**src/rtl/seq_pkg.sv**
```systemverilog
// rtl/seq_pkg.sv - shared constants and state encoding for the instruction sequencer
package seq_pkg;

  // addi x0, x0, 0: presented whenever no program entry is active
  localparam logic [31:0] NOP_INSTR = 32'h0000_0013;

  typedef enum logic [1:0] {
    ST_IDLE = 2'd0,
    ST_RUN  = 2'd1,
    ST_DONE = 2'd2
  } seq_state_t;

  // RISC-V major opcodes, handy when composing programs
  localparam logic [6:0] OP_IMM = 7'b0010011;
  localparam logic [6:0] LOAD   = 7'b0000011;
  localparam logic [6:0] STORE  = 7'b0100011;

endpackage

```
**src/rtl/seq_table.sv**
```systemverilog
// rtl/seq_table.sv - program table: DEPTH entries of {instr, hold}
// Ports:
//   clk             clock
//   we/waddr        write strobe and entry index
//   winstr/whold    data written at the rising edge
//   raddr           combinational read index
//   rinstr/rhold    read data; forwards the write data when waddr == raddr
module seq_table #(
  parameter int XLEN   = 32,
  parameter int DEPTH  = 16,
  parameter int HOLD_W = 8,
  parameter int AW     = $clog2(DEPTH)
) (
  input  logic              clk,
  input  logic              we,
  input  logic [AW-1:0]     waddr,
  input  logic [XLEN-1:0]   winstr,
  input  logic [HOLD_W-1:0] whold,
  input  logic [AW-1:0]     raddr,
  output logic [XLEN-1:0]   rinstr,
  output logic [HOLD_W-1:0] rhold
);

  logic [XLEN-1:0]   instr_mem [DEPTH];
  logic [HOLD_W-1:0] hold_mem  [DEPTH];
  logic              bypass;

  // Contents are deliberately not reset; a program survives sequencer resets.
  always_ff @(posedge clk) begin
    if (we) begin
      instr_mem[waddr] <= winstr;
      hold_mem[waddr]  <= whold;
    end
  end

  // Write-through so an entry written in the same cycle as start is seen.
  assign bypass = we && (waddr == raddr);
  assign rinstr = bypass ? winstr : instr_mem[raddr];
  assign rhold  = bypass ? whold  : hold_mem[raddr];

endmodule

```
**src/rtl/instr_seq.sv**
```systemverilog
// rtl/instr_seq.sv - table-driven instruction sequencer feeding a processor ir input
// Ports:
//   clk, reset         rising-edge clock, synchronous active-high reset
//   load_en/addr/...   write one table entry (accepted only while idle)
//   prog_len           number of valid entries, sampled on start, clamped to DEPTH
//   start              begin execution at entry 0
//   loop_en            wrap to entry 0 after the last entry
//   stall              freeze sequencing and hold ir
//   ir, ir_valid, idx  presented instruction, validity and entry index
//   busy, done         running flag and one-cycle completion pulse
module instr_seq
  import seq_pkg::*;
#(
  parameter int XLEN   = 32,
  parameter int DEPTH  = 16,
  parameter int HOLD_W = 8,
  localparam int AW    = $clog2(DEPTH)
) (
  input  logic              clk,
  input  logic              reset,
  input  logic              load_en,
  input  logic [AW-1:0]     load_addr,
  input  logic [XLEN-1:0]   load_instr,
  input  logic [HOLD_W-1:0] load_hold,
  input  logic [AW:0]       prog_len,
  input  logic              start,
  input  logic              loop_en,
  input  logic              stall,
  output logic [XLEN-1:0]   ir,
  output logic              ir_valid,
  output logic [AW-1:0]     idx,
  output logic              busy,
  output logic              done
);

  localparam logic [AW:0]     DEPTH_L = (AW+1)'(DEPTH);
  localparam logic [XLEN-1:0] NOP_X   = XLEN'(NOP_INSTR);

  seq_state_t        state_q, state_d;
  logic [AW-1:0]     idx_q, idx_d;
  logic [HOLD_W-1:0] cnt_q, cnt_d;
  logic [HOLD_W-1:0] last_q, last_d;
  logic [AW:0]       len_q, len_d;
  logic [XLEN-1:0]   ir_q, ir_d;
  logic              irv_q, irv_d;

  logic [AW-1:0]     rd_addr;
  logic [XLEN-1:0]   rd_instr;
  logic [HOLD_W-1:0] rd_hold;
  logic              present;
  logic              tbl_we;
  logic [AW:0]       idx_inc;

  assign tbl_we  = load_en && (state_q == ST_IDLE);
  assign idx_inc = {1'b0, idx_q} + 1'b1;

  seq_table #(
    .XLEN   (XLEN),
    .DEPTH  (DEPTH),
    .HOLD_W (HOLD_W),
    .AW     (AW)
  ) u_table (
    .clk    (clk),
    .we     (tbl_we),
    .waddr  (load_addr),
    .winstr (load_instr),
    .whold  (load_hold),
    .raddr  (rd_addr),
    .rinstr (rd_instr),
    .rhold  (rd_hold)
  );

  always_comb begin
    state_d = state_q;
    idx_d   = idx_q;
    cnt_d   = cnt_q;
    last_d  = last_q;
    len_d   = len_q;
    ir_d    = ir_q;
    irv_d   = irv_q;
    rd_addr = '0;
    present = 1'b0;

    case (state_q)
      ST_IDLE: begin
        if (start) begin
          if (prog_len == '0) begin
            state_d = ST_DONE;
          end else begin
            len_d   = (prog_len > DEPTH_L) ? DEPTH_L : prog_len;
            state_d = ST_RUN;
            present = 1'b1;
          end
        end
      end
      ST_RUN: begin
        if (!stall) begin
          // Compare before incrementing so the counter never wraps.
          if (cnt_q == last_q) begin
            if (idx_inc < len_q) begin
              present = 1'b1;
              rd_addr = idx_inc[AW-1:0];
            end else if (loop_en) begin
              present = 1'b1;
            end else begin
              state_d = ST_DONE;
              ir_d    = NOP_X;
              irv_d   = 1'b0;
              idx_d   = '0;
              cnt_d   = '0;
            end
          end else begin
            cnt_d = cnt_q + 1'b1;
          end
        end
      end
      ST_DONE: begin
        state_d = ST_IDLE;
      end
      default: begin
        state_d = ST_IDLE;
      end
    endcase

    // Load the entry at rd_addr into the output registers. The retire
    // compare value is precomputed so a hold of 0 behaves as 1.
    if (present) begin
      ir_d   = rd_instr;
      irv_d  = 1'b1;
      idx_d  = rd_addr;
      cnt_d  = '0;
      last_d = (rd_hold == '0) ? '0 : rd_hold - 1'b1;
    end
  end

  always_ff @(posedge clk) begin
    if (reset) begin
      state_q <= ST_IDLE;
      idx_q   <= '0;
      cnt_q   <= '0;
      last_q  <= '0;
      len_q   <= '0;
      ir_q    <= NOP_X;
      irv_q   <= 1'b0;
    end else begin
      state_q <= state_d;
      idx_q   <= idx_d;
      cnt_q   <= cnt_d;
      last_q  <= last_d;
      len_q   <= len_d;
      ir_q    <= ir_d;
      irv_q   <= irv_d;
    end
  end

  assign ir       = ir_q;
  assign ir_valid = irv_q;
  assign idx      = idx_q;
  assign busy     = (state_q == ST_RUN);
  assign done     = (state_q == ST_DONE);

endmodule

```
**config.mk**
```make
export PLATFORM = sky130hd
export DESIGN_NAME = instr_seq
export DESIGN_NICKNAME = d
export VERILOG_FILES = /design/src/rtl/seq_pkg.sv /design/src/rtl/seq_table.sv /design/src/rtl/instr_seq.sv
export SDC_FILE = /design/constraint.sdc
export NUM_CORES = 1
export LEC_CHECK = 0
export BUFFER_PORTS_ARGS = -buffer_cell sky130_fd_sc_hd__clkbuf_2
export CELL_PAD_IN_SITES_DETAIL_PLACEMENT = 1
export CELL_PAD_IN_SITES_GLOBAL_PLACEMENT = 1
export CORE_UTILIZATION = 30
export CTS_CLUSTER_DIAMETER = 40
export DETAILED_ROUTE_END_ITERATION = 10
export GPL_ROUTABILITY_DRIVEN = 0
export PLACE_DENSITY_LB_ADDON = 0.1
export SYNTH_ARGS = -nofsm -noshare
export SYNTH_HDL_FRONTEND = slang
export SYNTH_SLANG_ARGS = --single-unit
```
**constraint.sdc**
```tcl
create_clock -name clk -period 8.7 [get_ports clk]
set_clock_uncertainty 0.1 [all_clocks]
set_input_delay 1.74 -clock clk [delete_from_list [all_inputs] [get_ports clk]]
set_output_delay 1.74 -clock clk [all_outputs]
set_load 0.02 [all_outputs]
```
==> run summary <==
Relative slew slack - 26.8%
Row cnt - 112
Global-route wire length before repair - 120000 um
Post-synth top area share - 67.2%
CP bufs+invs - 3
Worst EP arrival - 6.83 ns
Final wirelength - 81100 um
ANT nets after route - 0
Worst slew pin tran - 1.10 ns
CORE AREA - 93900 um^2
Crit path time final - 6.39 ns
Drc violations - 0
Sink Count - 700
Vias in the first global route - 17900
Seq/Total Area, Yosys - 71.4%
Critical path launch point type - flop
Iteration-0 DRC Markers - 969
Vias per cell - 5.05
Tcrit/Tclk final - 73.4%
VDD IR-drop max - 0.188 mV
Pin count of the biggest net entering global routing - 124
Final layout net count - 2039
Fill count - 9541
CTS tree - yes
Hold_ws - 0.365 ns
Worst path required time - 9.14 ns
Commonest non-fill, non-tap cell in the layout - edfxtp_1
Seq cells post-synth - 700
Max cap viols - 0
Die W - 311 um
Power Total - 8650 uW
CP endpoint kind - flop
DIE AREA - 96500 um^2
Leak pwr - 0.0107 uW
Area Overhead vs Synth - 20.5%
Ys Warns - 0
Clock transition at path regs - 0.05 ns
Final Hold Fails - 0
Post-Syn Nets - 1909
Setup Viol. Count Final - 0
Commonest non-fill, non-tap cells in the layout - edfxtp_1 (640), a211oi_1 (263), mux2i_1 (148)
Crit-path max FO - 64
Mapped Area - 28600 um^2
Mapped Cells - 1847
Worst hold path type - reg -> reg
Post-CTS sizing - 0
I/O pins - 94
Initial antenna violation count - 6
Fmax achieved - 157 MHz
Clk Latency, worst-skew pair - 0.67 ns
Fin. max-slew vios - 0
Total grt overflow - 0
Setup TNS - 0 ns
Hpwl dp - 40400 um
Via count - 16900
Post-synth EDFFs - 640
Status - complete, no violations
Initial core utilization - 30.5%
Synth area leader - edfxtp_1
H-tree levels - 3
Synth top area cells - edfxtp_1 (67%), a211oi_1 (6.9%), mux2i_1 (5.2%)
Most Frequent Cell on Critical Path - ha_1
P per Cell Area - 251 nW/um^2
CTS root buffer - clkbuf_16
Synth unique cells - 75
Top FF cell, synth - edfxtp_1
Cell family with most CP delay - compound AO/OA/AOI/OAI gates
Crit-path cells - nand3_1, xnor2_2, inv_2, ha_1, o21ai_0, o21a_1, and3_1, o22ai_1, nand2_2, inv_4, o41ai_1, ha_1, inv_1, o41ai_2, nand4_1, a32o_1
Hold_buf cts - 0
Kind of critical path - reg -> reg
First-pass DRT Iterations - 4
CTS buffer count - 121
Share of cells above drive strength 1 - 19.1%
RSZ-0062 raised after global routing - no
Max incr delay on CP - 0.67 ns
Mapped Avg Cell Area - 15.5 um^2
Routed WL per cell - 24.3 um
FFs w/ async S/R, synth - 0%
Post-CTS Setup Bufs - 0
CTS max path bufs - 3
Gr usage total - 16.6%
Die H - 311 um
Buffers added on ports - 93
Slowest CP cell - xnor2_2
cells in the mapped netlist, types with 3 or more instances:
cell type / instances
mux2i_1: 148
xor2_1: 6
mux4_2: 12
o311ai_1: 4
a21oi_1: 78
and3_1: 3
o211ai_1: 4
nor3_4: 3
o21a_1: 5
dfxtp_1: 60
nor2_1: 42
nand4_1: 11
a22oi_1: 4
mux2_2: 10
a32o_1: 4
or2_2: 3
nor2b_1: 130
a22o_1: 29
nor4_1: 5
nand3b_1: 9
nand2b_1: 5
nor3_1: 11
a21o_1: 4
a211oi_1: 263
nor3_2: 3
inv_1: 12
nand2_1: 70
o22ai_1: 8
or3_1: 4
buf_4: 12
buf_6: 12
clkbuf_1: 67
o21ai_0: 21
o31ai_1: 33
a21boi_0: 3
nor3b_1: 3
edfxtp_1: 640
xnor2_1: 12
ha_1: 7
nand3_1: 9
buf_2: 30
stage by stage:
stage	worst slack [ns]	cell area, um^2	cells	utilization, %
after CTS	2.23	34400	3337	36.7
final	2.31	34400	3338	36.7
after detailed placement	2.30	30400	3108	32.4
after global routing	1.75	34400	3337	36.7
after floorplan	2.74	28600	1847	-
after global placement	2.50	30400	3108	32.4
worst reg2reg max path, stage by stage (launching register included):
cell     delay, ns
dfxtp_1       0.49
nand3_1       0.23
xnor2_2       0.67
inv_2         0.34
ha_1          0.36
o21ai_0       0.38
o21a_1        0.47
and3_1        0.48
o22ai_1       0.20
nand2_2       0.24
inv_4         0.31
o41ai_1       0.55
ha_1          0.25
inv_1         0.07
o41ai_2       0.54
nand4_1       0.25
a32o_1        0.31
power breakdown:
group	internal (uW)	total [uW]	switching [uW]
Combinational	86.2	304	218
Clock	2910	4590	1680
Sequential	3730	3750	21.8
Total	6730	8650	1920
routing by layer:
| metal | track usage, % | part of all wire (%) | wire length, um |
|---|---|---|---|
| met1 | 22.1 | 46 | 37500 |
| met2 | 27.0 | 47 | 37900 |
| met3 | 3.55 | 4.1 | 3290 |
| met4 | 5.64 | 2.9 | 2320 |
| met5 | 0 | 0.057 | 46 |
sequential cells by signal (all words and copies together), names as in the netlist:
register	count
ir	32
len_q	5
state_q	2
idx	4
cnt_q	8
u_table.instr_mem	512
ir_valid	1
u_table.hold_mem	128
last_q	8
layout make-up:
| class | count | area, um^2 | area share (%) |
|---|---|---|---|
| well taps | 1254 | 1570 | 4.55 |
| flip-flops and latches | 700 | 20400 | 59.3 |
| inverters | 15 | 58.8 | 0.171 |
| diodes | 1 | 2.50 | 0.00726 |
| clock buffers | 140 | 3160 | 9.18 |
| multi-input cells | 1009 | 7610 | 22.1 |
| clock inverters | 89 | 857 | 2.49 |
| repair buffers | 130 | 768 | 2.23 |
cell families after synthesis:
| family | share of synthesized area (%) |
|---|---|
| buffers and inverters | 2.42 |
| AOI/OAI and AO/OA | 12.3 |
| xor gates and xnor gates | 0.665 |
| DFF | 71.4 |
| adders and majority gates | 0.306 |
| muxes | 6.52 |
| and+or+nand+nor | 6.41 |
final timing paths:
kind / startpoint / endpoint / slack [ns] / cells after the start
worst max-delay path: idx[2]$_SDFFE_PP0P_ / last_q[0]$_SDFFE_PP0P_ / 2.31 / 16
worst min register to register: len_q[4]$_SDFFE_PP0P_ / len_q[4]$_SDFFE_PP0P_ / 0.36 / 2
worst max register to register: idx[2]$_SDFFE_PP0P_ / last_q[0]$_SDFFE_PP0P_ / 2.31 / 16
worst min-delay path: len_q[4]$_SDFFE_PP0P_ / len_q[4]$_SDFFE_PP0P_ / 0.36 / 2
Power figures use the tool's default switching activity.
